[src/rtl/id_ex_stage.sv]
// ID/EX pipeline register: captures operands with write-back bypass, carries decode
// control into EX, and inserts load-use bubbles while stalling PC and IF/ID.
module id_ex_stage #(
    parameter int unsigned CTRL_W           = 8,
    parameter int unsigned LOAD_USE_BUBBLES = 1
) (
    input  logic              Clk,
    input  logic              Reset,
    input  logic              ID_Valid,
    input  logic [4:0]        ID_RN1,
    input  logic [4:0]        ID_RN2,
    input  logic              ID_Uses1,
    input  logic              ID_Uses2,
    input  logic [31:0]       ID_RD1,
    input  logic [31:0]       ID_RD2,
    input  logic [31:0]       ID_Imm,
    input  logic [4:0]        ID_WN,
    input  logic              ID_RegWrite,
    input  logic              ID_MemRead,
    input  logic [CTRL_W-1:0] ID_Ctrl,
    input  logic              WB_RegWrite,
    input  logic [4:0]        WB_WN,
    input  logic [31:0]       WB_WD,
    input  logic              Flush,
    input  logic              Hold,
    output logic              Stall_ID,
    output logic              EX_Valid,
    output logic              EX_RegWrite,
    output logic              EX_MemRead,
    output logic [31:0]       EX_A,
    output logic [31:0]       EX_B,
    output logic [31:0]       EX_Imm,
    output logic [4:0]        EX_RN1,
    output logic [4:0]        EX_RN2,
    output logic [4:0]        EX_WN,
    output logic [CTRL_W-1:0] EX_Ctrl
);
    localparam int unsigned XLEN  = 32;
    localparam int unsigned RN_W  = 5;
    localparam int unsigned CNT_W = 2;
    localparam logic [CNT_W-1:0] BUBBLE_RELOAD = CNT_W'(LOAD_USE_BUBBLES - 1);

    typedef enum logic {IDLE, STALL} state_t;

    typedef struct packed {
        logic              valid;
        logic              reg_write;
        logic              mem_read;
        logic [CTRL_W-1:0] ctrl;
        logic [XLEN-1:0]   a;
        logic [XLEN-1:0]   b;
        logic [XLEN-1:0]   imm;
        logic [RN_W-1:0]   rn1;
        logic [RN_W-1:0]   rn2;
        logic [RN_W-1:0]   wn;
    } ex_t;

    logic [CNT_W-1:0] cnt;
    logic [CNT_W-1:0] cnt_next;
    state_t           state;
    ex_t              ex_q;
    ex_t              ex_d;
    logic             hazard;
    logic             do_hold;
    logic             do_bubble;

    // r0 reads as zero; a same-cycle write-back to the read register overrides RF data
    function automatic logic [XLEN-1:0] sel_operand(
        input logic [RN_W-1:0] rn,
        input logic [XLEN-1:0] rd,
        input logic            wb_we,
        input logic [RN_W-1:0] wb_wn,
        input logic [XLEN-1:0] wb_wd
    );
        logic [XLEN-1:0] res;
        res = rd;
        if (rn == '0)
            res = '0;
        else if (wb_we && (wb_wn != '0) && (wb_wn == rn))
            res = wb_wd;
        return res;
    endfunction

    assign state = (cnt == '0) ? IDLE : STALL;

    assign hazard = ID_Valid && ex_q.valid && ex_q.mem_read && ex_q.reg_write &&
                    (ex_q.wn != '0) &&
                    ((ID_Uses1 && (ID_RN1 == ex_q.wn)) || (ID_Uses2 && (ID_RN2 == ex_q.wn)));

    always_comb begin
        ex_d           = '0;
        ex_d.valid     = 1'b1;
        ex_d.reg_write = ID_RegWrite;
        ex_d.mem_read  = ID_MemRead;
        ex_d.ctrl      = ID_Ctrl;
        ex_d.a         = sel_operand(ID_RN1, ID_RD1, WB_RegWrite, WB_WN, WB_WD);
        ex_d.b         = sel_operand(ID_RN2, ID_RD2, WB_RegWrite, WB_WN, WB_WD);
        ex_d.imm       = ID_Imm;
        ex_d.rn1       = ID_RN1;
        ex_d.rn2       = ID_RN2;
        ex_d.wn        = ID_WN;
    end

    // Next-state and stall decision, highest priority first
    always_comb begin
        cnt_next  = cnt;
        do_hold   = 1'b0;
        do_bubble = 1'b0;
        Stall_ID  = 1'b0;
        if (Flush) begin
            do_bubble = 1'b1;
            cnt_next  = '0;
        end else if (Hold) begin
            do_hold  = 1'b1;
            Stall_ID = 1'b1;
        end else if (state == STALL) begin
            do_bubble = 1'b1;
            cnt_next  = cnt - CNT_W'(1);
            Stall_ID  = 1'b1;
        end else if (hazard) begin
            do_bubble = 1'b1;
            cnt_next  = BUBBLE_RELOAD;
            Stall_ID  = 1'b1;
        end
        if (Reset)
            Stall_ID = 1'b0;
    end

    always_ff @(posedge Clk or posedge Reset) begin
        if (Reset) begin
            cnt  <= '0;
            ex_q <= '0;
        end else begin
            cnt <= cnt_next;
            if (!do_hold) begin
                if (do_bubble || !ID_Valid)
                    ex_q <= '0;
                else
                    ex_q <= ex_d;
            end
        end
    end

    assign EX_Valid    = ex_q.valid;
    assign EX_RegWrite = ex_q.reg_write;
    assign EX_MemRead  = ex_q.mem_read;
    assign EX_Ctrl     = ex_q.ctrl;
    assign EX_A        = ex_q.a;
    assign EX_B        = ex_q.b;
    assign EX_Imm      = ex_q.imm;
    assign EX_RN1      = ex_q.rn1;
    assign EX_RN2      = ex_q.rn2;
    assign EX_WN       = ex_q.wn;

endmodule

[config.mk]
export PLATFORM = sky130hd
export DESIGN_NAME = id_ex_stage
export DESIGN_NICKNAME = d
export VERILOG_FILES = /design/src/rtl/id_ex_stage.sv
export SDC_FILE = /design/constraint.sdc
export NUM_CORES = 1
export LEC_CHECK = 0
export ABC_AREA = 1
export BUFFER_PORTS_ARGS = -buffer_cell sky130_fd_sc_hd__buf_2
export CORE_MARGIN = 5
export CORE_UTILIZATION = 50
export CTS_BUF_LIST = sky130_fd_sc_hd__clkbuf_16
export DETAILED_ROUTE_END_ITERATION = 7
export PLACE_DENSITY = 0.82
export SETUP_SLACK_MARGIN = 0.1
export SYNTH_ARGS = -nofsm -noshare
export SYNTH_HDL_FRONTEND = slang
export SYNTH_SLANG_ARGS = --single-unit
[constraint.sdc]
create_clock -name Clk -period 5.05 [get_ports Clk]
set_input_delay 1.01 -clock Clk [delete_from_list [all_inputs] [get_ports Clk]]
set_output_delay 1.01 -clock Clk [all_outputs]
set_load 0.05 [all_outputs]
# == Word-level counts from Yosys, hierarchy flattened ==
# Cells that the tools add are included.
# classes
add_sub_neg,1
n_eq_ne,6
n_mux,18
reduce_logical,19
# ops
cell,n
32-bit two-way mux,4
122-bit two-way mux,1
5-bit == test,4
1-bit logical AND,10
5-bit logical NOT,2
5-bit nonzero test,2
1-bit two-way mux,9
2-bit two-way mux,4
3-bit != test (second input constant),1
2-bit logical NOT,1
1-bit logical OR,2
2-bit != test (second input constant),1
2-bit AND reduction,1
2-bit by 1-bit subtractor with 2-bit output (second input constant),1
1-bit logical NOT,1
# word_totals
reg_bits,124
input_bits,166
output_inout_bits,123
elab_cells,55

# == Longest topological paths before layout ==
# Gate-level depths: netlist (run 1).
# logic_depth
ltp_word,11
ltp_mapped,11
ltp_nobuf,11

# == Worst setup path after synthesis (run 1) ==
# Ideal clock, no wire load.
# synth_path
kind,in2out
from,input port ID_Valid
to,output port Stall_ID
arrival_time_ps,1881
path_slack_ps,2159
cell_stages,8
n_path_buf,0
cell_sequence,inv_1 -> nor3_1 -> nand3_1 -> inv_1 -> nand2_1 -> nand2_1 -> o21ai_0 -> inv_1
# synth_via
elab_chain_cells,10
# synth_lines
element,line_no,source
start: declaration,9,"input logic ID_Valid,"
1-bit logical AND (4 in series),86,assign hazard = ID_Valid && ex_q.valid && ex_q.mem_read && ex_q.reg_write &&
1-bit logical AND,87,(ex_q.wn != '0) &&
1-bit two-way mux,120,end else if (hazard) begin
1-bit two-way mux,116,end else if (state == STALL) begin
1-bit two-way mux,113,end else if (Hold) begin
1-bit two-way mux,110,if (Flush) begin
1-bit two-way mux,125,if (Reset)
end: declaration,26,"output logic Stall_ID,"
# No other way between the ends.

# == Final worst setup path (run 1) ==
# layout_path
from,input port ID_RN2[4]
to,output port Stall_ID
# layout_via
elab_chain_cells,9
# layout_lines
element,line_no,source
start: declaration,11,"input logic [4:0] ID_RN2,"
5-bit == test,88,((ID_Uses1 && (ID_RN1 == ex_q.wn)) || (ID_Uses2 && (ID_RN2 == ex_q.wn)));
1-bit logical AND,88,
1-bit logical OR,88,
1-bit logical AND,87,
1-bit two-way mux,120,
1-bit two-way mux,116,
1-bit two-way mux,113,
1-bit two-way mux,110,
1-bit two-way mux,125,
# No other way between the ends.

==> impl_table.tex, run 1 <==
\begin{tabular}{lr}
\hline
Metric & Value \\
\hline
\multicolumn{2}{l}{\textbf{CTS}} \\
Root cell of the clock tree & sky130\_fd\_sc\_hd\_\_clkbuf\_16 \\
Post-cts resize count & 0 \\
Hold buffer count at CTS & 0 \\
CTS HTree Levels & 4 \\
Number of clock buffers inserted by TritonCTS & 17 \\
Sinks on the clock net & 124 \\
Clock latency of the later-clocked register in the worst-skew pair & 420 ps \\
Bufs on Longest Clock Path & 2 \\
Clock tree from TritonCTS & done \\
Clock Pin Slew Worst Setup and Hold Paths & $\sim$60 ps \\
Buffers inserted by post-CTS timing repair & 0 \\
\multicolumn{2}{l}{\textbf{Setup path}} \\
Data arrival time of the critical path & roughly 2200 ps \\
Critical path fanouts, max & 4 \\
CP Capture Type & output port \\
Start-to-end type of the worst setup path & in -> out \\
Required arrival time at the worst endpoint & 4040 ps \\
Startpoint Class & primary input \\
\multicolumn{2}{l}{\textbf{Die}} \\
Area inside the core boundary & 14,530 um\^{}2 \\
IO Pins & $\sim$290 \\
Starting density of the core & 0.5116 \\
Floorplan row count & 44 \\
Die Footprint & 17,410 um\^{}2 \\
Die Span Y & 132.0 um \\
Width of the die & 132.0 um \\
\multicolumn{2}{l}{\textbf{Synthesis}} \\
Number of synthesized flops with an enable pin & 0 \\
Mapped Nets & 1,152 \\
Register bit total from synthesis & 124 \\
Fraction of synthesized area in multiplexers & 0 \\
Post-Synthesis Cells & 986 \\
Synthesized area & about 7400 um\^{}2 \\
Share of the yosys chip area belonging to registers & 0.4173 \\
Simple-gate area share of the yosys netlist & 0.2256 \\
Post-synthesis share of cell area spent on full adders, half adders and majority gates & 0 \\
Area fraction of the dominant cell type after synthesis & 0.4173 \\
Main flop type after synthesis & sky130\_fd\_sc\_hd\_\_dfrtp\_1 \\
Per-instance average area after synthesis & 7.541 um\^{}2 \\
Async S/R FF share, synth & 1.000 \\
Dominant combinational cell family by area after synthesis & simple AND/OR/NAND/NOR gates \\
Cell with the most instances after synthesis & sky130\_fd\_sc\_hd\_\_inv\_1 \\
Complex-gate fraction of the synthesized area & 0.1661 \\
Cell type contributing the most total cell area after synthesis & sky130\_fd\_sc\_hd\_\_dfrtp\_1 \\
Most area-consuming cells after synthesis & sky130\_fd\_sc\_hd\_\_dfrtp\_1 (42\%), sky130\_fd\_sc\_hd\_\_inv\_1 (14\%), sky130\_fd\_sc\_hd\_\_o21bai\_2 (12\%) \\
Leading post-synthesis cells by instance count & sky130\_fd\_sc\_hd\_\_inv\_1 (277), sky130\_fd\_sc\_hd\_\_nor2\_1 (142), sky130\_fd\_sc\_hd\_\_nand3\_1 (137) \\
Area share of xor/xnor cells in the synthesized design & 0.009423 \\
Number of unique standard cell types used by synthesis & 20 \\
Yosys warns & 0 \\
\multicolumn{2}{l}{\textbf{Placed design}} \\
Placed standard-cell area & 8942 um\^{}2 \\
Gpl congestion & 0.9474 \\
Number of port buffers & 288 \\
HPWL Detailed & 15,550 um \\
\multicolumn{2}{l}{\textbf{STA}} \\
Worst slew pin tran & 970.9 ps \\
Final hold vios & 0 \\
Final-report setup violation count & 0 \\
Share of the clock period used by the worst path after layout & 0.6411 \\
Final Max Tran Viols & 0 \\
Relative slew slack & 0.3527 \\
Setup repair after global routing missed its margin & false \\
Final Critical Period & between 3000 and 4000 ps \\
Max Clk Rate & 0.3089 GHz \\
Setup Total Neg Slack & 0 ps \\
Final Skew & 12.67 ps \\
\multicolumn{2}{l}{\textbf{Pwr}} \\
Maximum ir drop on the vdd rail & between 0.2 and 0.25 mV \\
Fraction of power spent switching nets & 0.3171 \\
Power density of the placed cells & 286.8 nW/um\^{}2 \\
Cell internal power dissipation & 1.862 mW \\
Net load switching power & 864.6 uW \\
Gate power share & 0.184 \\
Clk pwr share & 0.429 \\
Leakage & 5.876 nW \\
Sequential Power Share & 0.387 \\
\multicolumn{2}{l}{\textbf{Finish}} \\
Layout Cell Area excl Fill & 9507 um\^{}2 \\
Number of nets at the end of the flow & 1,420 \\
Area overhead of the layout relative to synthesis & 27.85\% \\
Fraction of final layout cells sized beyond drive strength 1 & 0.3370 \\
Number of diodes added for antenna fixing & 0 \\
Number of filler instances in the final layout & 1,286 \\
\multicolumn{2}{l}{\textbf{Routing}} \\
Iteration count of the initial detailed-routing pass & 5 \\
Vias/cell & 4.907 \\
Overall via count from detail\_route & 7,120 \\
Detailed router's first-iteration violation count & 438 \\
Post-DRT Antenna Nets & 0 \\
Total length of routed wires & 21,690 um \\
Routed wire length per instance & 14.95 um \\
Remaining routing DRC violations & 0 \\
\multicolumn{2}{l}{\textbf{Min path}} \\
Hold Path Class & reg -> reg \\
\multicolumn{2}{l}{\textbf{Global routing}} \\
Combined global-route utilization of all metal layers & 0.2460 \\
Total grt overflow & 0 \\
Vias in the first global route & approximately 7,100 \\
Wire length of the first global-routing pass & 35,260 um \\
Pin count of the biggest net entering global routing & 94 \\
Initial antenna violation count & 0 \\
\multicolumn{2}{l}{\textbf{Job}} \\
Number of maximum-capacitance constraint violations & 0 \\
\multicolumn{2}{l}{\textbf{Outcome}} \\
Run status & finished, final reports clean \\
\hline
\end{tabular}
## cells by family (layout without fill, tap and decap cells)
kind of cell | after synthesis | in the layout
AO/OA/AOI/OAI | 124 | 124
XOR/XNOR | 8 | 8
buffers and inverters | 336 | 617
flip-flops | 124 | 124
AND/OR/NAND/NOR | 394 | 394
## per-stage QoR
| step | hold slack, ps | cells | utilization | setup slack [ps] | power, mW |
|---|---|---|---|---|---|
| after floorplan | 472.4 | 986 | - | 740.8 | 1.408 |
| after global placement | 491.4 | 1419 | 0.6153 | 1874 | 1.566 |
| after detailed placement | 496.8 | 1419 | 0.6153 | 1847 | 1.573 |
| after CTS | 513.4 | 1451 | 0.6541 | 1841 | 2.743 |
| after global routing | 549.4 | 1451 | 0.6541 | 1678 | 2.840 |
| final | 511.8 | 1451 | 0.6541 | 1812 | 2.727 |
## power by group through the flow
stage / clock network [mW] / registers [mW] / logic, mW
floorplan: 0 / 1.21 / 0.201
global placement: 0 / 1.07 / 0.495
detailed placement: 0 / 1.07 / 0.502
CTS: 1.18 / 1.05 / 0.504
global route: 1.24 / 1.06 / 0.546
finish: 1.17 / 1.05 / 0.501
## per-layer routing
| metal | up-vias | track usage | part of all wire |
|---|---|---|---|
| met2 | 353 | 0.3972 | 0.48 |
| met1 | 3263 | 0.3137 | 0.40 |
| met4 | 0 | 0.08400 | 0.022 |
| met3 | 44 | 0.07672 | 0.097 |
| met5 | - | 0 | 0 |
| li1 | 3460 | - | - |
## critical path, cell delays in order
cell,delay (ps)
sky130_fd_sc_hd__buf_2,130
sky130_fd_sc_hd__inv_2,50
sky130_fd_sc_hd__nand2_1,50
sky130_fd_sc_hd__nand2_1,50
sky130_fd_sc_hd__nor2_1,100
sky130_fd_sc_hd__nand3_1,100
sky130_fd_sc_hd__nand2_1,100
sky130_fd_sc_hd__nand2_1,100
sky130_fd_sc_hd__nand2_1,120
sky130_fd_sc_hd__o21ai_0,90
sky130_fd_sc_hd__inv_1,70
sky130_fd_sc_hd__buf_2,260
## cell type report
cell class | instances | area (um^2) | area share
Clock buffer | 17 | 425.4 | 0.04475
Tap cell | 184 | 230.2 | 0.02422
Sequential cell | 124 | 3103 | 0.3264
Inverter | 286 | 1081 | 0.1137
Timing Repair Buffer | 299 | 1524 | 0.1603
Clock inverter | 15 | 138.9 | 0.01461
Multi-Input combinational cell | 526 | 3004 | 0.3160
## path summary, 6_finish.rpt
kind | slack, ps | start | cells after the start | to
worst max register to register | 2820 | EX_WN[2]$_DFFE_PP0N_ | 9 | EX_A[11]$_DFFE_PP0N_
min in group asynchronous | 770 | Reset | 2 | EX_Imm[4]$_DFFE_PP0N_
max in group asynchronous | 3320 | Reset | 3 | EX_B[9]$_DFFE_PP0N_
worst min register to register | 510 | EX_Valid$_DFFE_PP0N_ | 2 | EX_Valid$_DFFE_PP0N_
worst max-delay path | 1810 | ID_RN2[4] | 12 | Stall_ID
worst min-delay path | 510 | EX_Valid$_DFFE_PP0N_ | 2 | EX_Valid$_DFFE_PP0N_
## flip-flops by register name, summed over array words and instances (netlist names), 2 cells and up
| name | flops |
|---|---|
| EX_B | 32 |
| EX_A | 32 |
| EX_RN1 | 5 |
| cnt | 2 |
| EX_RN2 | 5 |
| EX_Ctrl | 8 |
| EX_Imm | 32 |
| EX_WN | 5 |
## layout by cell type, fill, tap and decap left out
cell                         count
sky130_fd_sc_hd__clkinv_2        2
sky130_fd_sc_hd__clkinv_1        1
sky130_fd_sc_hd__nand4_4         1
sky130_fd_sc_hd__bufinv_16       1
sky130_fd_sc_hd__nand2_1       108
sky130_fd_sc_hd__inv_4           1
sky130_fd_sc_hd__o21bai_1       42
sky130_fd_sc_hd__nand4_1         1
sky130_fd_sc_hd__xor2_1          2
sky130_fd_sc_hd__o21bai_2       79
sky130_fd_sc_hd__buf_4          11
sky130_fd_sc_hd__nor2_1        140
sky130_fd_sc_hd__clkinv_4        5
sky130_fd_sc_hd__inv_2           9
sky130_fd_sc_hd__dfrtp_1       124
sky130_fd_sc_hd__nor2_2          2
sky130_fd_sc_hd__xnor2_1         6
sky130_fd_sc_hd__inv_6           6
sky130_fd_sc_hd__buf_2         288
sky130_fd_sc_hd__o21ai_0         1
sky130_fd_sc_hd__clkbuf_16      17
sky130_fd_sc_hd__inv_1         275
sky130_fd_sc_hd__a21oi_4         2
sky130_fd_sc_hd__nand3_2         2
sky130_fd_sc_hd__clkinvlp_4      1
sky130_fd_sc_hd__nand3_1       137
sky130_fd_sc_hd__nor3_1          3
Power figures use the tool's default switching activity.
==> run 2, diff against run 1 <==
- ABC_AREA: 1 -> 0
- CORE_UTILIZATION: 50 -> 46
- PLACE_DENSITY: 0.82 -> 0.81
- clock period: 5.05 -> 3.2 ns (I/O delays scaled with it)
==> run 2 against run 1 <==
Net effect:
- power increased by 56%
- combinational power increased by 28%
- clock power increased by 67%
- count of clock-buffer cells in the layout unchanged
- utilization decreased by 0.61 points
- die area decreased by 17%
- flip-flop and latch count unchanged
- via count decreased by 31%
- register-to-register slack got worse by 1700 ps
- non-clock buffer count increased by 2
- critical endpoint unchanged
==> impl_table.tex, run 2 <==
\begin{tabular}{lr}
\hline
Metric & Value \\
\hline
\multicolumn{2}{l}{\textbf{Setup path}} \\
Cell count of the worst reg-to-reg path & 6 \\
CP Capture Type & output port \\
Worst reg2reg path endpoint & EX\_B[4]\$\_DFFE\_PP0N\_ \\
Setup slack of the worst register-to-register path & 1160 ps \\
Data arrival time of the critical path & 2200 ps \\
Critical path fanouts, max & 5 \\
Required arrival time at the worst endpoint & around 2600 ps \\
Start-to-end type of the worst setup path & reg -> out \\
Startpoint Class & flop \\
Reg2reg start & EX\_WN[4]\$\_DFFE\_PP0N\_ \\
\multicolumn{2}{l}{\textbf{CTS}} \\
Hold buffer count at CTS & 0 \\
Buffers inserted by post-CTS timing repair & 0 \\
Sinks on the clock net & 124 \\
Post-cts resize count & 0 \\
Clock Pin Slew Worst Setup and Hold Paths & 60 ps \\
CTS HTree Levels & 4 \\
Root cell of the clock tree & sky130\_fd\_sc\_hd\_\_clkbuf\_16 \\
Clock latency of the later-clocked register in the worst-skew pair & 410 ps \\
Clock tree from TritonCTS & done \\
Number of clock buffers inserted by TritonCTS & 17 \\
Bufs on Longest Clock Path & 2 \\
\multicolumn{2}{l}{\textbf{Die}} \\
IO Pins & 289 \\
Area inside the core boundary & 11,960 um\^{}2 \\
Die Footprint & 14,410 um\^{}2 \\
Die Span Y & 120.1 um \\
Width of the die & 120.1 um \\
Starting density of the core & 0.4658 \\
Floorplan row count & 40 \\
\multicolumn{2}{l}{\textbf{Pwr}} \\
Maximum ir drop on the vdd rail & 0.3738 mV \\
Leakage & about 4.0 nW \\
Power density of the placed cells & 550.0 nW/um\^{}2 \\
Overall power & 4.263 mW \\
\multicolumn{2}{l}{\textbf{Synthesis}} \\
Mapped Nets & 632 \\
Yosys warns & 0 \\
Most area-consuming cells after synthesis & sky130\_fd\_sc\_hd\_\_dfrtp\_1 (56\%), sky130\_fd\_sc\_hd\_\_mux2i\_1 (11\%), sky130\_fd\_sc\_hd\_\_a22o\_1 (9.0\%) \\
Async S/R FF share, synth & 1.000 \\
Per-instance average area after synthesis & around 12 um\^{}2 \\
Register bit total from synthesis & 124 \\
Cell type contributing the most total cell area after synthesis & sky130\_fd\_sc\_hd\_\_dfrtp\_1 \\
Number of unique standard cell types used by synthesis & 27 \\
Leading post-synthesis cells by instance count & sky130\_fd\_sc\_hd\_\_dfrtp\_1 (124), sky130\_fd\_sc\_hd\_\_nand2\_1 (71), sky130\_fd\_sc\_hd\_\_mux2i\_1 (64), sky130\_fd\_sc\_hd\_\_o31ai\_1 (64), sky130\_fd\_sc\_hd\_\_a22o\_1 (57) \\
Cell with the most instances after synthesis & sky130\_fd\_sc\_hd\_\_dfrtp\_1 \\
Post-Synthesis Cells & 466 \\
Share of the yosys chip area belonging to registers & 0.5569 \\
Area fraction of the dominant cell type after synthesis & 0.5569 \\
Number of synthesized flops with an enable pin & 0 \\
Main flop type after synthesis & sky130\_fd\_sc\_hd\_\_dfrtp\_1 \\
Synthesized area & 5572 um\^{}2 \\
\multicolumn{2}{l}{\textbf{Finish}} \\
Number of filler instances in the final layout & 960 \\
Most frequent cells in the layout & sky130\_fd\_sc\_hd\_\_buf\_2 (288), sky130\_fd\_sc\_hd\_\_dfrtp\_1 (124), sky130\_fd\_sc\_hd\_\_nand2\_1 (71) \\
Area overhead of the layout relative to synthesis & 39.12\% \\
Final core utilization & 0.6480 \\
Number of nets at the end of the flow & about 910 \\
Count of placed standard cells in the final layout, fillers left out & 906 \\
Layout Cell Area excl Fill & 7751 um\^{}2 \\
Fraction of final layout cells sized beyond drive strength 1 & 0.4466 \\
Most common cell after layout, fill and taps aside & sky130\_fd\_sc\_hd\_\_buf\_2 \\
Number of diodes added for antenna fixing & 0 \\
\multicolumn{2}{l}{\textbf{STA}} \\
Max Clk Rate & 0.3527 GHz \\
Relative slew slack & 0.3363 \\
Share of the clock period used by the worst path after layout & 0.8860 \\
Final-report setup violation count & 0 \\
Setup repair after global routing missed its margin & false \\
Worst slew pin tran & about 990 ps \\
Final Skew & 14.23 ps \\
Setup Total Neg Slack & 0 ps \\
Final hold vios & 0 \\
Final Max Tran Viols & 0 \\
Min Hold Slack & approximately 450 ps \\
Final Critical Period & 2835 ps \\
Final critical-path setup slack & approximately 360 ps \\
\multicolumn{2}{l}{\textbf{Placed design}} \\
Placed Cells & 875 \\
HPWL Detailed & 13,070 um \\
Number of port buffers & 288 \\
Post-Place Worst Slack & 516.1 ps \\
Placed standard-cell area & 7147 um\^{}2 \\
Gpl congestion & between 0.8 and 0.9 \\
\multicolumn{2}{l}{\textbf{Global routing}} \\
Vias in the first global route & $\sim$5,200 \\
Pin count of the biggest net entering global routing & 123 \\
Initial antenna violation count & 0 \\
Total grt overflow & 0 \\
Wire length of the first global-routing pass & 27,920 um \\
Combined global-route utilization of all metal layers & 0.2465 \\
\multicolumn{2}{l}{\textbf{Routing}} \\
Routed wire length per instance & roughly 20 um \\
Remaining routing DRC violations & 0 \\
Overall via count from detail\_route & 4,938 \\
Post-DRT Antenna Nets & 0 \\
Total length of routed wires & 17,610 um \\
Iteration count of the initial detailed-routing pass & 5 \\
Vias/cell & 5.450 \\
Detailed router's first-iteration violation count & 360 \\
\multicolumn{2}{l}{\textbf{Job}} \\
Number of maximum-capacitance constraint violations & 0 \\
\multicolumn{2}{l}{\textbf{Min path}} \\
Hold Path Class & in -> async \\
\multicolumn{2}{l}{\textbf{Outcome}} \\
Run status & finished, final reports clean \\
\hline
\end{tabular}
==> run 2: cell count changes in the layout (fill, tap and decap cells not counted), moves of 4 or more <==
cell                       delta
sky130_fd_sc_hd__inv_2        -9
sky130_fd_sc_hd__clkinv_4     -4
sky130_fd_sc_hd__inv_6        -5
sky130_fd_sc_hd__o31ai_1     +64
sky130_fd_sc_hd__a22o_1      +57
sky130_fd_sc_hd__xnor2_1     +10
sky130_fd_sc_hd__o21bai_2    -79
sky130_fd_sc_hd__inv_1      -273
sky130_fd_sc_hd__nor2_1     -138
sky130_fd_sc_hd__o21bai_1    -42
sky130_fd_sc_hd__nand2_1     -37
sky130_fd_sc_hd__mux2i_1     +64
sky130_fd_sc_hd__nand3_1    -135
==> run 2: worst max-delay path by stage <==
stage | from | to | slack [ps] | depth (start not counted)
finish | EX_WN[4]$_DFFE_PP0N_ | Stall_ID | 360 | 6
global route | EX_WN[4]$_DFFE_PP0N_ | Stall_ID | 260 | 6
CTS | EX_WN[4]$_DFFE_PP0N_ | Stall_ID | 360 | 6
detailed placement | ID_RN2[2] | Stall_ID | 520 | 7
global placement | ID_RN1[1] | Stall_ID | 520 | 7
floorplan | EX_WN[1]$_DFFE_PP0N_ | Stall_ID | 140 | 5
==> run 2: logic make-up (layout without fill, tap and decap cells) <==
family	count (synthesis)	count (layout)	synth area share
xor gates and xnor gates	20	20	0.03144
buffers and inverters	40	333	0.03660
and+or+nand+nor	90	90	0.07388
DFF	124	124	0.5569
muxes	64	64	0.1150
AOI/OAI and AO/OA	128	128	0.1862
==> run 2: power by group <==
| part | internal [mW] | leakage (nW) | switching (mW) |
|---|---|---|---|
| logic | 0.203 | 1.97 | 0.437 |
| registers | 1.63 | 1.69 | 0.0392 |
| clock network | 1.29 | 0.299 | 0.667 |
==> run 2: cell type report <==
cell class / instances / area, um^2 / share of cell area
multi-input combinational: 302 / 2288 / 0.2952
clock buffer: 17 / 425.4 / 0.05488
timing repair buffer: 301 / 1564 / 0.2018
inverter: 1 / 7.507 / 0.0009685
tap: 147 / 183.9 / 0.02373
clock inverter: 14 / 178.9 / 0.02308
sequential: 124 / 3103 / 0.4003
==> run 2: critical path, cell delays in order, from the launching register on <==
cell and delay [ps]:
sky130_fd_sc_hd__dfrtp_1 460, sky130_fd_sc_hd__xnor2_1 200, sky130_fd_sc_hd__nand4_1 120, sky130_fd_sc_hd__o22ai_1 390, sky130_fd_sc_hd__nand2_1 120, sky130_fd_sc_hd__a211oi_1 190
sky130_fd_sc_hd__buf_2 310
==> run 2: per-layer routing <==
| metal | global-route usage | up-vias | share of wire |
|---|---|---|---|
| met5 | 0 | - | 0 |
| met3 | 0.06503 | 24 | 0.060 |
| met2 | 0.4250 | 184 | 0.53 |
| met1 | 0.3021 | 2445 | 0.39 |
| met4 | 0.07659 | 0 | 0.016 |
| li1 | - | 2285 | - |
==> run 3, diff against run 2 <==
- GPL_ROUTABILITY_DRIVEN: not set -> 1
- REMOVE_ABC_BUFFERS: not set -> 1
==> run 3 against run 2 <==
Net effect:
- die area is the same
- critical path depth unchanged
- global-route usage shrank 0.43 points
- register-to-register slack worse by 140 ps
- sequential power hardly changed
- power shrank 4.5%
- first-iteration DRC count rose by 9.4%
==> impl_table.tex, run 3 (same netlist as run 2, synthesis figures left out) <==
\begin{tabular}{lr}
\hline
Metric & Value \\
\hline
\multicolumn{2}{l}{\textbf{STA}} \\
Final hold vios & 0 \\
Max Clk Rate & 0.3478 GHz \\
Final-report setup violation count & 0 \\
Final Critical Period & around 2900 ps \\
Final Skew & between 9 and 10 ps \\
Share of the clock period used by the worst path after layout & 0.8986 \\
Relative slew slack & 0.2908 \\
Final Max Tran Viols & 0 \\
Setup repair after global routing missed its margin & false \\
Worst slew pin tran & 1056 ps \\
\multicolumn{2}{l}{\textbf{Die}} \\
Floorplan row count & 40 \\
IO Pins & 289 \\
Width of the die & roughly 120 um \\
Die Footprint & 14,410 um\^{}2 \\
Die Span Y & 120.1 um \\
Starting density of the core & 0.4658 \\
Area inside the core boundary & 11,960 um\^{}2 \\
\multicolumn{2}{l}{\textbf{Finish}} \\
Multi-input combinational cell area & around 2300 um\^{}2 \\
Number of diodes added for antenna fixing & 0 \\
Reg area & 3103 um\^{}2 \\
Most common cell after layout, fill and taps aside & sky130\_fd\_sc\_hd\_\_buf\_2 \\
Area overhead of the layout relative to synthesis & 37.55\% \\
Number of nets at the end of the flow & 910 \\
Fraction of final layout cells sized beyond drive strength 1 & 0.4405 \\
Number of filler instances in the final layout & 963 \\
Layout Cell Area excl Fill & 7664 um\^{}2 \\
Most frequent cells in the layout & sky130\_fd\_sc\_hd\_\_buf\_2 (288), sky130\_fd\_sc\_hd\_\_dfrtp\_1 (124), sky130\_fd\_sc\_hd\_\_nand2\_1 (71) \\
\multicolumn{2}{l}{\textbf{CTS}} \\
Root cell of the clock tree & sky130\_fd\_sc\_hd\_\_clkbuf\_16 \\
Sinks on the clock net & 124 \\
Clock latency of the later-clocked register in the worst-skew pair & 400 ps \\
Buffers inserted by post-CTS timing repair & 0 \\
Clock Pin Slew Worst Setup and Hold Paths & 50 ps \\
CTS HTree Levels & 4 \\
Clock tree from TritonCTS & done \\
Number of clock buffers inserted by TritonCTS & 17 \\
Hold buffer count at CTS & 0 \\
Post-cts resize count & 0 \\
Bufs on Longest Clock Path & 2 \\
\multicolumn{2}{l}{\textbf{Placed design}} \\
Placed standard-cell area & 7123 um\^{}2 \\
Number of port buffers & 288 \\
HPWL Detailed & approximately 13,000 um \\
Gpl congestion & 0.8794 \\
\multicolumn{2}{l}{\textbf{Pwr}} \\
Net load switching power & 1.125 mW \\
Leakage & between 3 and 4 nW \\
Power density of the placed cells & $\sim$530 nW/um\^{}2 \\
Gate power share & 0.156 \\
Sequential Power Share & 0.410 \\
Clk pwr share & 0.434 \\
Cell internal power dissipation & 2.945 mW \\
Fraction of power spent switching nets & 0.2765 \\
Overall power & slightly above 4 mW \\
Maximum ir drop on the vdd rail & 0.2398 mV \\
\multicolumn{2}{l}{\textbf{Setup path}} \\
Count of buffering cells on the critical path with inverters included & 1 \\
Cell family with most CP delay & compound AO/OA/AOI/OAI gates \\
Data arrival time of the critical path & between 2000 and 2500 ps \\
Startpoint Class & flop \\
Required arrival time at the worst endpoint & 2560 ps \\
Start-to-end type of the worst setup path & reg -> out \\
Slowest stage cell, crit path & sky130\_fd\_sc\_hd\_\_dfrtp\_1 \\
Critical path fanouts, max & 5 \\
Stage delay of the slowest cell on the critical path & 460 ps \\
Worst path cell trace & xnor2\_1, nand4\_1, o22ai\_1, nand2\_1, a211oi\_1, buf\_2 \\
CP Capture Type & output port \\
\multicolumn{2}{l}{\textbf{Routing}} \\
Remaining routing DRC violations & 0 \\
Total length of routed wires & 17,460 um \\
Vias/cell & 5.561 \\
Detailed router's first-iteration violation count & just under 400 \\
Overall via count from detail\_route & 5,022 \\
Post-DRT Antenna Nets & 0 \\
Routed wire length per instance & 19.33 um \\
Iteration count of the initial detailed-routing pass & 5 \\
\multicolumn{2}{l}{\textbf{Global routing}} \\
Total grt overflow & 0 \\
Combined global-route utilization of all metal layers & 0.2421 \\
Pin count of the biggest net entering global routing & 69 \\
Vias in the first global route & 5,381 \\
Initial antenna violation count & 0 \\
Wire length of the first global-routing pass & $\sim$28,000 um \\
\multicolumn{2}{l}{\textbf{Min path}} \\
Hold Path Class & in -> async \\
\multicolumn{2}{l}{\textbf{Job}} \\
Number of maximum-capacitance constraint violations & 0 \\
\multicolumn{2}{l}{\textbf{Outcome}} \\
Run status & finished, final reports clean \\
\hline
\end{tabular}
-- run 3: worst paths after layout --
check                                         endpoint            startpoint  depth (start not counted)  slack (ps)
worst max-delay path                          Stall_ID  EX_WN[2]$_DFFE_PP0N_                          6         320
worst min-delay path             EX_RN2[0]$_DFFE_PP0N_                 Reset                          2         430
worst max register to register  EX_Ctrl[0]$_DFFE_PP0N_  EX_WN[2]$_DFFE_PP0N_                          6        1020
worst min register to register    EX_A[16]$_DFFE_PP0N_  EX_A[16]$_DFFE_PP0N_                          2         470
max in group asynchronous       EX_Imm[15]$_DFFE_PP0N_                 Reset                          3        1980
min in group Clk                EX_Imm[17]$_DFFE_PP0N_            ID_Imm[17]                          2         460
-- run 3: metal layers --
| layer | part of all wire | routed length, um | track usage |
|---|---|---|---|
| met1 | 0.37 | 6523 | 0.2741 |
| met2 | 0.51 | 8941 | 0.4222 |
| met3 | 0.085 | 1487 | 0.06786 |
| met4 | 0.029 | 505 | 0.1124 |
| met5 | 0 | 0 | 0 |
-- run 3: power groups by stage --
stage,registers [mW],logic (mW),clock network (mW)
detailed placement,1.69,0.636,0
floorplan,1.90,0.178,0
global route,1.67,0.676,1.87
CTS,1.67,0.639,1.80
finish,1.67,0.633,1.77
global placement,1.69,0.625,0
-- run 3: metrics by stage --
step / setup TNS (ps) / hold slack, ps / setup slack (ps) / utilization / cells
after floorplan: -313840 / 502.1 / -1878 / - / 427
after global placement: 0 / 455.8 / 348.4 / 0.5955 / 872
after detailed placement: 0 / 465.2 / 240.6 / 0.5955 / 872
after CTS: 0 / 438.8 / 329.7 / 0.6407 / 903
after global routing: 0 / 446.4 / 121.1 / 0.6407 / 903
final: 0 / 428.9 / 324.5 / 0.6407 / 903
-- run 3: layout make-up --
| cell class | instances | share of cell area |
|---|---|---|
| Clock buffer | 17 | 0.05551 |
| Clock inverter | 14 | 0.01502 |
| Inverter | 1 | 0.0008163 |
| Multi-Input combinational cell | 302 | 0.2986 |
| Sequential cell | 124 | 0.4049 |
| Tap cell | 147 | 0.02400 |
| Timing Repair Buffer | 298 | 0.2011 |
